`config.mk`:
```
export PLATFORM = sky130hd
export DESIGN_NAME = isp_wr_frame_gate
export DESIGN_NICKNAME = d
export VERILOG_FILES = /design/src/rtl/isp_wr_frame_gate.sv
export SDC_FILE = /design/constraint.sdc
export NUM_CORES = 1
export LEC_CHECK = 0
export ABC_AREA = 1
export CAP_MARGIN = 20
export CORE_ASPECT_RATIO = 2
export CORE_UTILIZATION = 35
export DETAILED_ROUTE_END_ITERATION = 6
export GPL_TIMING_DRIVEN = 0
export MAX_ROUTING_LAYER = met4
export SETUP_SLACK_MARGIN = 0.15
export SLEW_MARGIN = 0
export SYNTH_ARGS = -nofsm -noshare
export SYNTH_HDL_FRONTEND = slang
export SYNTH_SLANG_ARGS = --single-unit
```
`constraint.sdc`:
```
create_clock -name clk -period 2 [get_ports clk]
set_clock_uncertainty 0.1 [all_clocks]
set_input_delay 0.2 -clock clk [delete_from_list [all_inputs] [get_ports clk]]
set_output_delay 0.2 -clock clk [all_outputs]
set_load 0.02 [all_outputs]
```
`src/rtl/isp_wr_frame_gate.sv`:
```
// Frame gate from the ISP pixel stream to the DDR3 write FIFO: skips start-up frames and forces exact HxV geometry.
// Optional macro ISP_WR_GATE_PAD_EN builds the PAD state that fills short lines with 32'h000000FF.
module isp_wr_frame_gate #(
  parameter int DATA_WIDTH  = 8,
  parameter int H_PIXELS    = 1920,
  parameter int V_PIXELS    = 1080,
  parameter int SKIP_FRAMES = 2
) (
  input  logic                  clk,
  input  logic                  rstn,
  input  logic                  enable,
  input  logic                  in_vs,
  input  logic                  in_de,
  input  logic [DATA_WIDTH-1:0] in_r,
  input  logic [DATA_WIDTH-1:0] in_g,
  input  logic [DATA_WIDTH-1:0] in_b,
  output logic                  out_load,
  output logic                  out_wren,
  output logic [31:0]           out_data,
  output logic [15:0]           frame_cnt,
  output logic                  err_line,
  output logic                  err_frame
);
  localparam logic [11:0] H_LIM    = 12'(H_PIXELS);
  localparam logic [10:0] V_LIM    = 11'(V_PIXELS);
  localparam logic [3:0]  SKIP_LIM = 4'(SKIP_FRAMES);
  localparam logic [31:0] PAD_WORD = 32'h0000_00FF;

  typedef enum logic [2:0] {
    IDLE,
    SKIP,
    LINE_WAIT,
    LINE,
`ifdef ISP_WR_GATE_PAD_EN
    PAD,
`endif
    DONE
  } state_t;

  state_t      state, state_nxt;
  logic [11:0] x_cnt, x_nxt;
  logic [10:0] y_cnt, y_nxt, y_inc;
  logic [3:0]  skip_cnt, skip_nxt;
  logic        vs_d, vs_rise, line_open, close_line;
  logic        load_nxt, wren_nxt, fcnt_inc, eline_set, eframe_set;
  logic [31:0] data_nxt, pix_word;

  assign vs_rise  = in_vs & ~vs_d;
  assign pix_word = {in_r, in_g, in_b, 8'hFF};
  assign y_inc    = y_cnt + 11'd1;
`ifdef ISP_WR_GATE_PAD_EN
  assign line_open = (state == LINE) || (state == PAD);
`else
  assign line_open = (state == LINE);
`endif

  always_comb begin
    state_nxt  = state;
    x_nxt      = x_cnt;
    y_nxt      = y_cnt;
    skip_nxt   = skip_cnt;
    load_nxt   = 1'b0;
    wren_nxt   = 1'b0;
    data_nxt   = pix_word;
    fcnt_inc   = 1'b0;
    eline_set  = 1'b0;
    eframe_set = 1'b0;
    close_line = 1'b0;
    if (vs_rise) begin
      // Frame boundary wins over any pixel or pad write in the same cycle.
      x_nxt = '0;
      y_nxt = '0;
      case (state)
        IDLE: begin
          if (enable) begin
            if (SKIP_LIM == 4'd0) begin
              state_nxt = LINE_WAIT;
              load_nxt  = 1'b1;
            end else begin
              state_nxt = SKIP;
              skip_nxt  = '0;
            end
          end
        end
        SKIP: begin
          if (!enable) begin
            state_nxt = IDLE;
          end else if (skip_cnt + 4'd1 == SKIP_LIM) begin
            state_nxt = LINE_WAIT;
            load_nxt  = 1'b1;
          end else begin
            skip_nxt = skip_cnt + 4'd1;
          end
        end
        default: begin
          eframe_set = (line_open ? y_inc : y_cnt) < V_LIM;
          fcnt_inc   = (state == DONE);
          if (enable) begin
            state_nxt = LINE_WAIT;
            load_nxt  = 1'b1;
          end else begin
            state_nxt = IDLE;
          end
        end
      endcase
    end else begin
      case (state)
        LINE_WAIT: begin
          if (in_de) begin
            wren_nxt  = 1'b1;
            x_nxt     = 12'd1;
            state_nxt = LINE;
          end
        end
        LINE: begin
          if (in_de) begin
            if (x_cnt < H_LIM) begin
              wren_nxt = 1'b1;
              x_nxt    = x_cnt + 12'd1;
            end else begin
              eline_set = 1'b1;
            end
          end else if (x_cnt < H_LIM) begin
            eline_set = 1'b1;
`ifdef ISP_WR_GATE_PAD_EN
            // First fill word goes out on the fall cycle so pads follow the data without a bubble.
            wren_nxt = 1'b1;
            data_nxt = PAD_WORD;
            x_nxt    = x_cnt + 12'd1;
            if (x_cnt + 12'd1 == H_LIM) close_line = 1'b1;
            else                        state_nxt  = PAD;
`else
            close_line = 1'b1;
`endif
          end else begin
            close_line = 1'b1;
          end
        end
`ifdef ISP_WR_GATE_PAD_EN
        PAD: begin
          if (in_de) begin
            y_nxt = y_inc;
            if (y_inc == V_LIM) begin
              x_nxt     = '0;
              state_nxt = DONE;
            end else begin
              wren_nxt  = 1'b1;
              x_nxt     = 12'd1;
              state_nxt = LINE;
            end
          end else begin
            wren_nxt   = 1'b1;
            data_nxt   = PAD_WORD;
            x_nxt      = x_cnt + 12'd1;
            close_line = (x_cnt + 12'd1 == H_LIM);
          end
        end
`endif
        default: ;
      endcase
      if (close_line) begin
        x_nxt     = '0;
        y_nxt     = y_inc;
        state_nxt = (y_inc == V_LIM) ? DONE : LINE_WAIT;
      end
    end
  end

  always_ff @(posedge clk or negedge rstn) begin
    if (!rstn) begin
      state     <= IDLE;
      vs_d      <= 1'b0;
      x_cnt     <= '0;
      y_cnt     <= '0;
      skip_cnt  <= '0;
      out_load  <= 1'b0;
      out_wren  <= 1'b0;
      out_data  <= '0;
      frame_cnt <= '0;
      err_line  <= 1'b0;
      err_frame <= 1'b0;
    end else begin
      state     <= state_nxt;
      vs_d      <= in_vs;
      x_cnt     <= x_nxt;
      y_cnt     <= y_nxt;
      skip_cnt  <= skip_nxt;
      out_load  <= load_nxt;
      out_wren  <= wren_nxt;
      if (wren_nxt) out_data <= data_nxt;
      frame_cnt <= frame_cnt + {15'd0, fcnt_inc};
      err_line  <= err_line | eline_set;
      err_frame <= err_frame | eframe_set;
    end
  end
endmodule

```
== Yosys cells after proc, flatten, opt, wreduce, memory -nomap -nowiden ==
Index checks and enable logic that the tools add are counted.

* Flip-flop bits (word level): 83
* Input port bits: 29
* Output and inout port bits: 52

* $add $sub $neg: 4
* Multiplexer cells: 44
* Eq/ne operators: 14
* Magnitude comparators: 2
* Bitwise operators: 4
* Reduce and logical (&&, ||, !) cells: 10

{| class="wikitable"
|+ Operators by type and width
! kind !! number
|-
| 2-to-1 mux 12 bit || 5
|-
| 2-to-1 mux 11 bit || 3
|-
| 2-to-1 mux 3 bit || 8
|-
| one-hot mux 12 bit (2 select lines) || 1
|-
| 2-to-1 mux 1 bit || 19
|-
| adder 16 x 1 -> 16 bit || 1
|-
| adder 12 x 1 -> 12 bit (second input constant) || 1
|-
| < comparator 12 x 11 -> 1 bit (second input constant) || 1
|-
| 2-to-1 mux 4 bit || 3
|-
| adder 11 x 1 -> 11 bit (second input constant) || 1
|-
| == test 11 bit (second input constant) || 1
|-
| < comparator 11 bit (second input constant) || 1
|-
| != test 4 bit (second input constant) || 2
|-
| one-hot mux 4 bit (2 select lines) || 1
|-
| AND reduction 4 bit || 2
|-
| == test 3 x 2 -> 1 bit (second input constant) || 2
|-
| != test 2 bit (second input constant) || 3
|-
| one-hot mux 3 bit (2 select lines) || 1
|-
| nonzero test 3 bit || 2
|-
| AND reduction 5 bit || 1
|-
| adder 4 x 1 -> 4 bit (second input constant) || 1
|-
| == test 4 x 2 -> 1 bit (second input constant) || 1
|-
| != test 4 x 2 -> 1 bit (second input constant) || 1
|-
| != test 4 x 3 -> 1 bit (second input constant) || 1
|-
| 12 further kinds || 15
|}

== Longest topological paths before layout ==
Gate-level depths: netlist of run 1.

* Depth after elaboration: 6
* Depth in mapped cells: 12

== Worst setup path after synthesis of run 1 ==
No wires, ideal clock.

* Path type: register -> register
* Start: register vs_d
* End: register frame_cnt[10]
* Data required time: 1770 ps
* Setup time: 130 ps
* Path slack: -89 ps
* Stages on the path, launching flop included: 12
* Arrival time: 1859 ps
* Clock period less this slack: 2089 ps
* Path through: dfrtp_1 > nor2_8 > inv_2 > nor3_1 > ha_1 > ha_1 > nand2_1 > nor3_2 > nand2_1 > nor2_1 > nand2_1 > xnor2_1

* Word-level cells in the longest chain between the ends: 4

{| class="wikitable"
|+ Ends and longest elaborated chain
! item !! line !! source
|-
| from (decl) || 44 || <nowiki>logic vs_d, vs_rise, line_open, close_line;</nowiki>
|-
| from (signal assigned) || 184 || <nowiki>vs_d <= in_vs;</nowiki>
|-
| inverter 1 bit || 48 || <nowiki>assign vs_rise = in_vs & ~vs_d;</nowiki>
|-
| AND 1 bit || 48 ||
|-
| 2-to-1 mux 1 bit || 69 || <nowiki>if (vs_rise) begin</nowiki>
|-
| adder 16 x 1 -> 16 bit || 191 || <nowiki>frame_cnt <= frame_cnt + {15'd0, fcnt_inc};</nowiki>
|-
| to (signal assigned) || 191 ||
|-
| to (decl) || 20 || <nowiki>output logic [15:0] frame_cnt,</nowiki>
|}

No other way between the ends.
A chain may end at the register's enable or synchronous reset.

== Worst setup path after layout of run 1 ==
* Start: register state[1]
* End: register frame_cnt[12]

* Word-level cells in the longest chain between the ends: 5
* Elaborated cells on any way between the ends: 7
* Those cells by class: add/sub: 1; eq/ne: 2; mux: 2; reduce/logical: 2

{| class="wikitable"
|+ Ends and longest elaborated chain
! item !! line !! source
|-
| from (decl) || 40 || <nowiki>state_t state, state_nxt;</nowiki>
|-
| from (signal assigned) || 183 || <nowiki>state <= state_nxt;</nowiki>
|-
| == test 3 x 1 -> 1 bit or logical NOT 3 bit (tied branches) || 73 || <nowiki>case (state)</nowiki>
|-
| OR reduction 2 bit (no line) || - ||
|-
| 2-to-1 mux 1 bit * || 73 ||
|-
| 2-to-1 mux 1 bit * || 69 ||
|-
| adder 16 x 1 -> 16 bit * || 191 ||
|}

Mark *: on every way between the ends. The rest lies on a longest branch, timed or not.

==> qor.txt, run 1 <==
Starting Density: 0.363
stages on the worst setup path: 11
Rel. slew slack: 0.755
Clock transition at path regs: 0.06 ns
die height: 150 µm
fmax: 521 MHz
post-route cell area: 0.00555 mm²
Synth top area share: 0.494
minimum clock period: 1.92 ns
Slowest-stage cell, CP: dfrtp_1
initial antenna violation count: 0
leading area contributor after synthesis: dfrtp_1
CTS tree: done
CP delay by family, top: simple AND/OR/NAND/NOR gates
vias in the first global route: 3382
Area Overhead vs Synth: 44.2%
post-layout util: 0.523
worst vdd ir: 0.000499 V
crit path max fanout: 3
Skew-Pair Late Insertion Delay: 0.33 ns
largest net degree at the start of global routing: 69
Post-Synthesis Cells: 469
Yosys reg bits: 76
Setup Total Neg Slack: 0 ns
WL final: 9.55 mm
Yosys cell types: 35
Max-cap violations: 0
Die Width: 76.2 µm
Area contributors post-synth: dfrtp_1 (49%), nand2_1 (17%), inv_1 (4.6%)
fin crit share: 0.961
CTS max path bufs: 2
worst r2r path cells: 11
switching pwr: 2.13 mW
Initial DRC Count: 114
unrepaired setup endpoints after global routing: yes
final setup margin: 0.0788 ns
Worst setup SP type: flop
final setup fails: 0
Post-DP Area: 0.00489 mm²
most common cell after layout, fill and taps aside: nand2_1
FP Rows: 53
Worst Setup SP: state[1]
total track usage: 0.179
sequential power share: 0.331
Avg Inst Size Synth: 8.21 µm²
DR pass1 iterations: 4
vias per inst: 4.68
root buf cell: clkbuf_16
RD Place Congestion: 0.895
synthesized area: 0.00385 mm²
Data arrival, critical path: 2.04 ns
Sw Ratio: 0.339
CTS sink count: 76
Data required, critical path: 2.12 ns
port bufs: 80
most frequent cells in the layout: nand2_1 (166), clkdlybuf4s50_1 (78), dfrtp_1 (72)
Crit Reg-Reg Endpoint: frame_cnt[12]
die area: 0.0114 mm²
detailed placer's ending HPWL: 6.95 mm
status: completed
worst path buffer plus inverter count: 1
vias post-DR: 3395
ratio of cells with drive above 1 in the final layout: 0.180
H-tree depth: 3
Synth Warn #: 0
hold slack: 0.135 ns
Slew Viols, Final: 0
post-route insts no fill: 725
antenna-violating nets left: 0
P_leak: 2.72 nW
Worst Setup End Kind: flop
Num CTS Buffers: 9
Worst Tran Pin Value: 0.367 ns
first-pass GRT wire length: 15.7 mm
clock share of power: 0.315
cell chain of the critical path: inv_2, nand2_4, nor3_4, ha_4, ha_4, nand2_4, nor3_4, nand2_2, nor2_4, nand2_1, xnor2_1
syn_nets: 506
# diodes: 0
P per Cell Area: 1130 mW/mm²
Post-Place Cells: 687
flop2flop setup slack: 0.08 ns
worst hold path class: in -> async
WS Path Type: reg -> reg
sequential-to-total area share from yosys stat: 0.494
Reg-to-Reg Start: state[1]
Comb pwr share: 0.355
Setup WS pre-CTS: -0.679 ns
NumNets Final: 621
highest cell delay on the worst timing path: 0.40 ns
core area: 0.0106 mm²
Top Ports: 81
Congestion Overflow GR: 0
Internal: 4.16 mW
# DRC: 0
Setup crit end: frame_cnt[12]
Pwr Total: 6.29 mW
WL/cell: 13.2 µm
Final Hold Vio Count: 0
[synthesized netlist by cell type (all sizes together)]
cell	number
nand2	178
nand4	6
xnor2	6
ha	8
o21ai	19
o211ai	1
buf	12
a22oi	1
a31o	1
a21oi	10
nand3	24
a22o	1
or2	5
dfrtp	76
inv	55
nor2	43
nor3	7
o22ai	6
xor2	9
a31oi	1
[cell type report]
| cell class | count | area (µm²) |
|---|---|---|
| inverter | 55 | 221 |
| sequential | 76 | 1910 |
| timing repair buffer | 104 | 1010 |
| tap | 137 | 171 |
| clock inverter | 6 | 138 |
| fill | 958 | 5060 |
| buffer | 12 | 101 |
| clock buffer | 9 | 225 |
| multi-input combinational | 326 | 1780 |
[flip-flops by register name, summed over array words and instances, names as in the netlist]
name,flops
frame_cnt,16
err_line,1
skip_cnt,4
out_load,1
out_data,25
state,3
x_cnt,12
y_cnt,11
out_wren,1
vs_d,1
err_frame,1
[routing by layer]
layer / part of all wire / global-route usage / wire length [µm]
met5: 0 / - / 0
met1: 0.37 / 0.181 / 3570
met3: 0.037 / 0.0321 / 353
met2: 0.56 / 0.330 / 5330
met4: 0.032 / 0.0885 / 307
[power by group through the flow]
stage	Combinational, mW	Sequential [mW]	Clock [mW]
3_3_place_gp	2.05	2.10	0
5_1_grt	2.47	2.12	2.08
4_1_cts	2.12	2.07	2.04
3_5_place_dp	2.09	2.10	0
2_1_floorplan	0.931	2.38	0
6_report	2.23	2.08	1.98
[worst min path at each step]
stage,slack (ns),end,start,cells after the start
6_report,0.13,frame_cnt[15],rstn,2
3_5_place_dp,-0.06,frame_cnt[15],rstn,1
4_1_cts,0.12,frame_cnt[15],rstn,2
3_3_place_gp,0.35,err_frame,err_frame,2
5_1_grt,0.15,frame_cnt[9],rstn,2
2_1_floorplan,-0.20,err_frame,rstn,0
[cells by family after synthesis]
| family | after synthesis | synth area share |
|---|---|---|
| XOR/XNOR | 15 | 0.0341 |
| buffers and inverters | 67 | 0.0786 |
| AND/OR/NAND/NOR | 263 | 0.302 |
| adder cells (fa/ha/maj) | 8 | 0.0260 |
| AO/OA/AOI/OAI | 40 | 0.0653 |
| flip-flops | 76 | 0.494 |
[worst reg2reg max path, stage by stage (launching register included)]
cell and delay (ns):
dfrtp_1 0.40, inv_2 0.10, nand2_4 0.07, nor3_4 0.20, ha_4 0.20, ha_4 0.15, nand2_4 0.05, nor3_4 0.14
nand2_2 0.08, nor2_4 0.11, nand2_1 0.08, xnor2_1 0.13
[repair_timing]
item	in CTS	in global routing
hold buffers	1	1
resized for setup	8	31
pin swaps	10	9
buffers inserted	8	13
endpoints found under the hold margin	76	1
setup endpoints to repair	37	48
(Power assumes the default switching activity.)
==> inputs of run 2 (changes only) <==
ABC_CLOCK_PERIOD_IN_PS = 2000   (was not set)
CORE_MARGIN = 8   (was not set)
GPL_TIMING_DRIVEN = 1   (was 0)
==> run 2 against run 1 <==
Total power is 5.6% lower. Die area increased by 29%. Clock-buffer cell count is 1 higher. Sequential power hardly changed. Cell area shrank 3.2%. Combinational power hardly changed. Final cell count down 0.41%. Worst setup slack improved by 0.038 ns. First-iteration DRC count down 26%. Critical path depth unchanged. Critical path type unchanged.
==> qor.txt, run 2 (synthesis results as in run 1) <==
status: completed
# DRC: 0 (unchanged)
most frequent cells in the layout: nand2_1 (170), clkdlybuf4s50_1 (75), dfrtp_1 (74)
largest net degree at the start of global routing: 45 (-35%)
minimum clock period: 1.88 ns (-0.0375 ns)
Hold EP: vs_d
sequential cell area: 0.00190 mm² (-0.13%)
Worst Setup End Kind: flop
initial antenna violation count: 0 (unchanged)
Reg-to-Reg Start: vs_d
Top Ports: 81 (unchanged)
Data arrival, critical path: 2.01 ns (-0.03 ns)
Worst setup SP type: flop
# diodes: 0 (unchanged)
P_leak: 2.59 nW (-4.8%)
CTS sink count: 76 (unchanged)
highest cell delay on the worst timing path: 0.42 ns (+0.02 ns)
Top Registers: out_data x25, frame_cnt x16, x_cnt x12
core area: 0.0108 mm² (+1.9%)
Data required, critical path: 2.12 ns (about the same)
detailed placer's ending HPWL: 7.38 mm (+6.1%)
CTS tree: done
Die Width: 90.2 µm (+18%)
WL/cell: 13.0 µm (-1.1%)
Pwr Total: 5.94 mW (-5.6%)
Fillers: 1029 (+7.4%)
cell chain of the critical path: nor2_8, inv_2, nor3_2, ha_2, ha_4, nand2_4, nor3_4, nand2_1, nor2_2, nand2_1, xnor2_1
antenna-violating nets left: 0 (unchanged)
Area Overhead vs Synth: 39.6%
Biggest register: out_data
Multi-input gate area: 0.00172 mm² (-3.4%)
CTS max path bufs: 2 (unchanged)
Max-cap violations: 0 (unchanged)
NumNets Final: 614 (-1.1%)
port bufs: 80 (unchanged)
crit-path most repeated cell: nand2_1
H-tree depth: 3 (unchanged)
ratio of cells with drive above 1 in the final layout: 0.163 (-0.0170)
root buf cell: clkbuf_16
Slew Viols, Final: 0 (unchanged)
Initial DRC Count: 84 (-26%)
die height: 164 µm (+9.3%)
fmax: 531 MHz (+2.0%)
Congestion Overflow GR: 0 (unchanged)
final setup fails: 0 (unchanged)
DR pass1 iterations: 4 (unchanged)
WS Path Type: reg -> reg
unrepaired setup endpoints after global routing: yes
worst vdd ir: 0.000490 V (-1.6%)
Crit Reg-Reg Endpoint: frame_cnt[12]
Num CTS Buffers: 9 (unchanged)
FP Rows: 54 (+1.9%)
Final Hold Vio Count: 0 (unchanged)
Clock transition at path regs: 0.06 ns (about the same)
WL final: 9.41 mm (-1.5%)
crit path max fanout: 3 (unchanged)
worst hold path class: in -> reg
die area: 0.0148 mm² (+29%)
P per Cell Area: 1100 mW/mm² (-2.5%)
Rel. slew slack: 0.710 (-0.0449)
Post-Place Cells: 701 (+2.0%)
RD Place Congestion: 0.853 (-4.7%)
fin crit share: 0.942 (-0.0188)
max FFs per register: 25 (unchanged)
most common cell after layout, fill and taps aside: nand2_1
flop2flop setup slack: 0.12 ns (+0.04 ns)
post-route insts no fill: 722 (-0.41%)
Starting Density: 0.356 (-0.00672)
Worst Tran Pin Value: 0.435 ns (+0.0674 ns)
total track usage: 0.139 (-0.0404)
vias post-DR: 3299 (-2.8%)
Slowest-stage cell, CP: dfrtp_1
vias per inst: 4.57 (-2.4%)
worst r2r path cells: 11 (unchanged)
hold path start: in_vs
vias in the first global route: 3441 (+1.7%)
first-pass GRT wire length: 16.2 mm (+3.1%)
Skew-Pair Late Insertion Delay: 0.33 ns (about the same)
Hold Path Cell Cnt: 1
-- run 2: cell count changes in the layout (fill, tap and decap cells not counted), moves of 3 or more --
cell and change:
buf_12 +3, clkdlybuf4s50_1 -3, nand2_4 -3, bufinv_16 -3, nand2_1 +4, inv_2 +3
buf_4 -4, buf_6 -4
-- run 2: stage by stage --
stage / utilization / cell area (µm²) / hold slack (ns) / TNS [ns] / setup slack (ns)
after floorplan: - / 3890 / -0.196 / -0.0281 / -0.0175
after global placement: 0.461 / 4980 / 0.0824 / -1.90 / -0.301
after detailed placement: 0.461 / 4980 / 0.0809 / -2.23 / -0.329
after CTS: 0.492 / 5320 / 0.0301 / 0 / 0.0964
after global routing: 0.497 / 5380 / 0.0343 / -0.0115 / -0.0115
final: 0.497 / 5380 / 0.0425 / 0 / 0.116
-- run 2: metal layers --
layer  vias up  wire, µm  global-route usage  part of all wire
li1       1677         -                   -                 -
met1      1527      3720               0.141              0.40
met2        80      5070               0.245              0.54
met3        15       426              0.0384             0.045
met4         0       198              0.0580             0.021
met5         -         0                   -                 0
-- run 2: how the worst max path moves through the flow --
stage	start	end	cells past startpoint
6_report	vs_d	frame_cnt[12]	11
5_1_grt	vs_d	frame_cnt[12]	11
4_1_cts	vs_d	frame_cnt[12]	11
3_5_place_dp	in_vs	frame_cnt[12]	13
3_3_place_gp	in_vs	frame_cnt[12]	13
2_1_floorplan	state[0]	frame_cnt[10]	11
-- run 2: critical path, delay by kind of cell, from the launching register on --
kind,cells,cell delay [ns]
XOR/XNOR,1,0.12
adder cells (fa/ha/maj),2,0.38
buffers and inverters,1,0.05
flip-flops,1,0.42
AND/OR/NAND/NOR,7,0.69
-- run 2: final cells by class --
type                    count  share of cell area
clock inverters             6              0.0135
inverters                  55              0.0384
repair buffers            109               0.198
clock buffers              10              0.0444
multi-input cells         326               0.319
flip-flops and latches     76               0.354
well taps                 140              0.0326
-- run 2: what timing repair did --
item                                    CTS  global route
hold endpoints to repair                 32             0
endpoints found under the setup margin    7            53
gates resized for setup                   6            12
setup buffers                             1             3
hold buffers                              1             0
pin swaps                                 7             5
-- run 2: power by group --
part | internal [mW] | switching, mW | leakage, nW
clock network | 1.01 | 0.637 | 0.149
registers | 1.87 | 0.207 | 0.979
logic | 0.975 | 1.24 | 1.46
total | 3.85 | 2.09 | 2.59
==> inputs of run 3 (changes only) <==
SETUP_SLACK_MARGIN = 0.05   (was 0.15)
==> run 3 against run 2 <==
Core utilization fell by 0.57 points. Critical path depth did not move. Fmax fell by 2.1%. Non-clock buffer count fell by 1. Hold slack improved by 0.22 ns. Sequential cell count did not move. First-iteration DRC count rose by 38%. Cell area fell by 1.1%. Register-to-register slack got worse by 0.04 ns. Die area did not move. Critical endpoint unchanged.
==> qor.txt, run 3 (synthesis results as in run 1) <==
# DRC: 0 (unchanged)
max FFs per register: 25 (unchanged)
largest net degree at the start of global routing: 37 (-18%)
Setup Total Neg Slack: 0 ns (unchanged)
Congestion Overflow GR: 0 (unchanged)
Data arrival, critical path: 2.05 ns (+0.04 ns)
Reg-to-Reg Start: vs_d
RD Place Congestion: 0.843 (-1.2%)
fin crit share: 0.962 (+0.0200)
Slew Viols, Final: 0 (unchanged)
H-tree depth: 3 (unchanged)
Top Registers: out_data x25, frame_cnt x16, x_cnt x12
# diodes: 0 (unchanged)
FP Rows: 54 (unchanged)
crit path max fanout: 3 (unchanged)
sequential cell area: 0.00190 mm² (-0.13%)
fmax: 520 MHz (-2.1%)
Final Hold Vio Count: 0 (unchanged)
Worst Tran Pin Value: 0.490 ns (+0.0549 ns)
Top Ports: 81 (unchanged)
Worst Setup SP: vs_d
unrepaired setup endpoints after global routing: yes
vias in the first global route: 3398 (-1.2%)
CTS max path bufs: 2 (unchanged)
minimum clock period: 1.92 ns (+0.0401 ns)
WL/cell: 13.9 µm (+6.5%)
Worst setup SP type: flop
NumNets Final: 613 (-0.16%)
final setup fails: 0 (unchanged)
Fillers: 1045 (+1.6%)
Starting Density: 0.356 (unchanged)
detailed placer's ending HPWL: 7.90 mm (+7.1%)
Initial DRC Count: 116 (+38%)
ratio of cells with drive above 1 in the final layout: 0.148 (-0.0152)
P_leak: 2.59 nW (about the same)
status: completed
Pwr Total: 5.82 mW (-2.0%)
antenna-violating nets left: 0 (unchanged)
Die Width: 90.2 µm (unchanged)
core area: 0.0108 mm² (unchanged)
vias per inst: 4.62 (+1.2%)
die height: 164 µm (unchanged)
CTS tree: done
CTS sink count: 76 (unchanged)
WS Path Type: reg -> reg
worst hold path class: in -> async
port bufs: 80 (unchanged)
P per Cell Area: 1100 mW/mm² (-0.86%)
Max-cap violations: 0 (unchanged)
Biggest register: out_data
Num CTS Buffers: 9 (unchanged)
root buf cell: clkbuf_16
WL final: 10.0 mm (+6.3%)
vias post-DR: 3333 (+1.0%)
Worst Setup End Kind: flop
Data required, critical path: 2.12 ns (about the same)
Multi-input gate area: 0.00170 mm² (-0.73%)
die area: 0.0148 mm² (unchanged)
Clock transition at path regs: 0.06 ns (about the same)
Area Overhead vs Synth: 38.1%
most common cell after layout, fill and taps aside: nand2_1
Skew-Pair Late Insertion Delay: 0.33 ns (about the same)
first-pass GRT wire length: 16.8 mm (+3.7%)
DR pass1 iterations: 4 (unchanged)
most frequent cells in the layout: nand2_1 (170), clkdlybuf4s50_1 (78), dfrtp_1 (76)
total track usage: 0.145 (+0.00626)
worst vdd ir: 0.000582 V (+19%)
initial antenna violation count: 0 (unchanged)
Rel. slew slack: 0.674 (-0.0366)
==> run 3: changes by cell type in the layout (fill, tap and decap cells not counted), moves of 2 or more <==
cell,delta
clkdlybuf4s50_1,+3
clkinv_4,-3
clkinvlp_4,+3
dfrtp_1,+2
dfrtp_2,-2
dlymetal6s2s_1,-2
nor2_1,+2
nor2_2,-2
==> run 3: critical path, cell delays in order (launching register included) <==
cell	delay (ns)
dfrtp_1	0.42
nor2_8	0.10
inv_2	0.05
nor3_2	0.16
ha_2	0.24
ha_4	0.15
nand2_4	0.06
nor3_4	0.12
nand2_1	0.08
nor2_2	0.14
nand2_1	0.08
xnor2_1	0.12
==> run 3: what timing repair did <==
item                       in CTS  in global routing
buffers inserted                0                  4
setup endpoints to repair       4                 14
pin swaps                       3                  6
hold endpoints to repair       33                  1
gates resized for setup         1                  7
hold buffers                    1                  1
==> run 3: report_power, final <==
group / internal, mW / total, mW / switching, mW
sequential: 1.86 / 2.07 / 0.205
combinational: 0.954 / 2.22 / 1.27
clock: 0.881 / 1.53 / 0.650
==> run 3: final timing paths <==
| path | end | slack, ns | cells after the start |
|---|---|---|---|
| max | frame_cnt[12] | 0.08 | 11 |
| min | y_cnt[8] | 0.26 | 2 |
| max reg2reg | frame_cnt[12] | 0.08 | 11 |
| min reg2reg | err_frame | 0.36 | 2 |
| max in group asynchronous | out_data[26] | 0.93 | 3 |
| min in group clk | out_data[28] | 0.30 | 3 |
==> run 3: cell type report <==
| type | count | area share |
|---|---|---|
| well taps | 140 | 0.0330 |
| multi-input cells | 326 | 0.321 |
| clock inverters | 6 | 0.00895 |
| inverters | 55 | 0.0388 |
| flip-flops and latches | 76 | 0.358 |
| clock buffers | 10 | 0.0450 |
| repair buffers | 108 | 0.196 |
==> run 3: layer usage <==
layer,wire length (µm),global-route usage,vias to the layer above
li1,-,-,1677
met3,471,0.0339,13
met5,0,-,-
met4,225,0.0610,0
met1,3590,0.134,1550
met2,5720,0.277,93
==> run 3: stage by stage <==
stage / hold slack, ns / setup slack [ns] / utilization / cells / instance area, µm²
floorplan: -0.196 / -0.0175 / - / 469 / 3890
global placement: 0.0908 / -0.291 / 0.458 / 699 / 4960
detailed placement: 0.0921 / -0.371 / 0.458 / 699 / 4960
CTS: 0.225 / 0.0509 / 0.486 / 716 / 5260
global route: 0.294 / -0.0501 / 0.492 / 721 / 5320
finish: 0.262 / 0.0762 / 0.492 / 721 / 5320
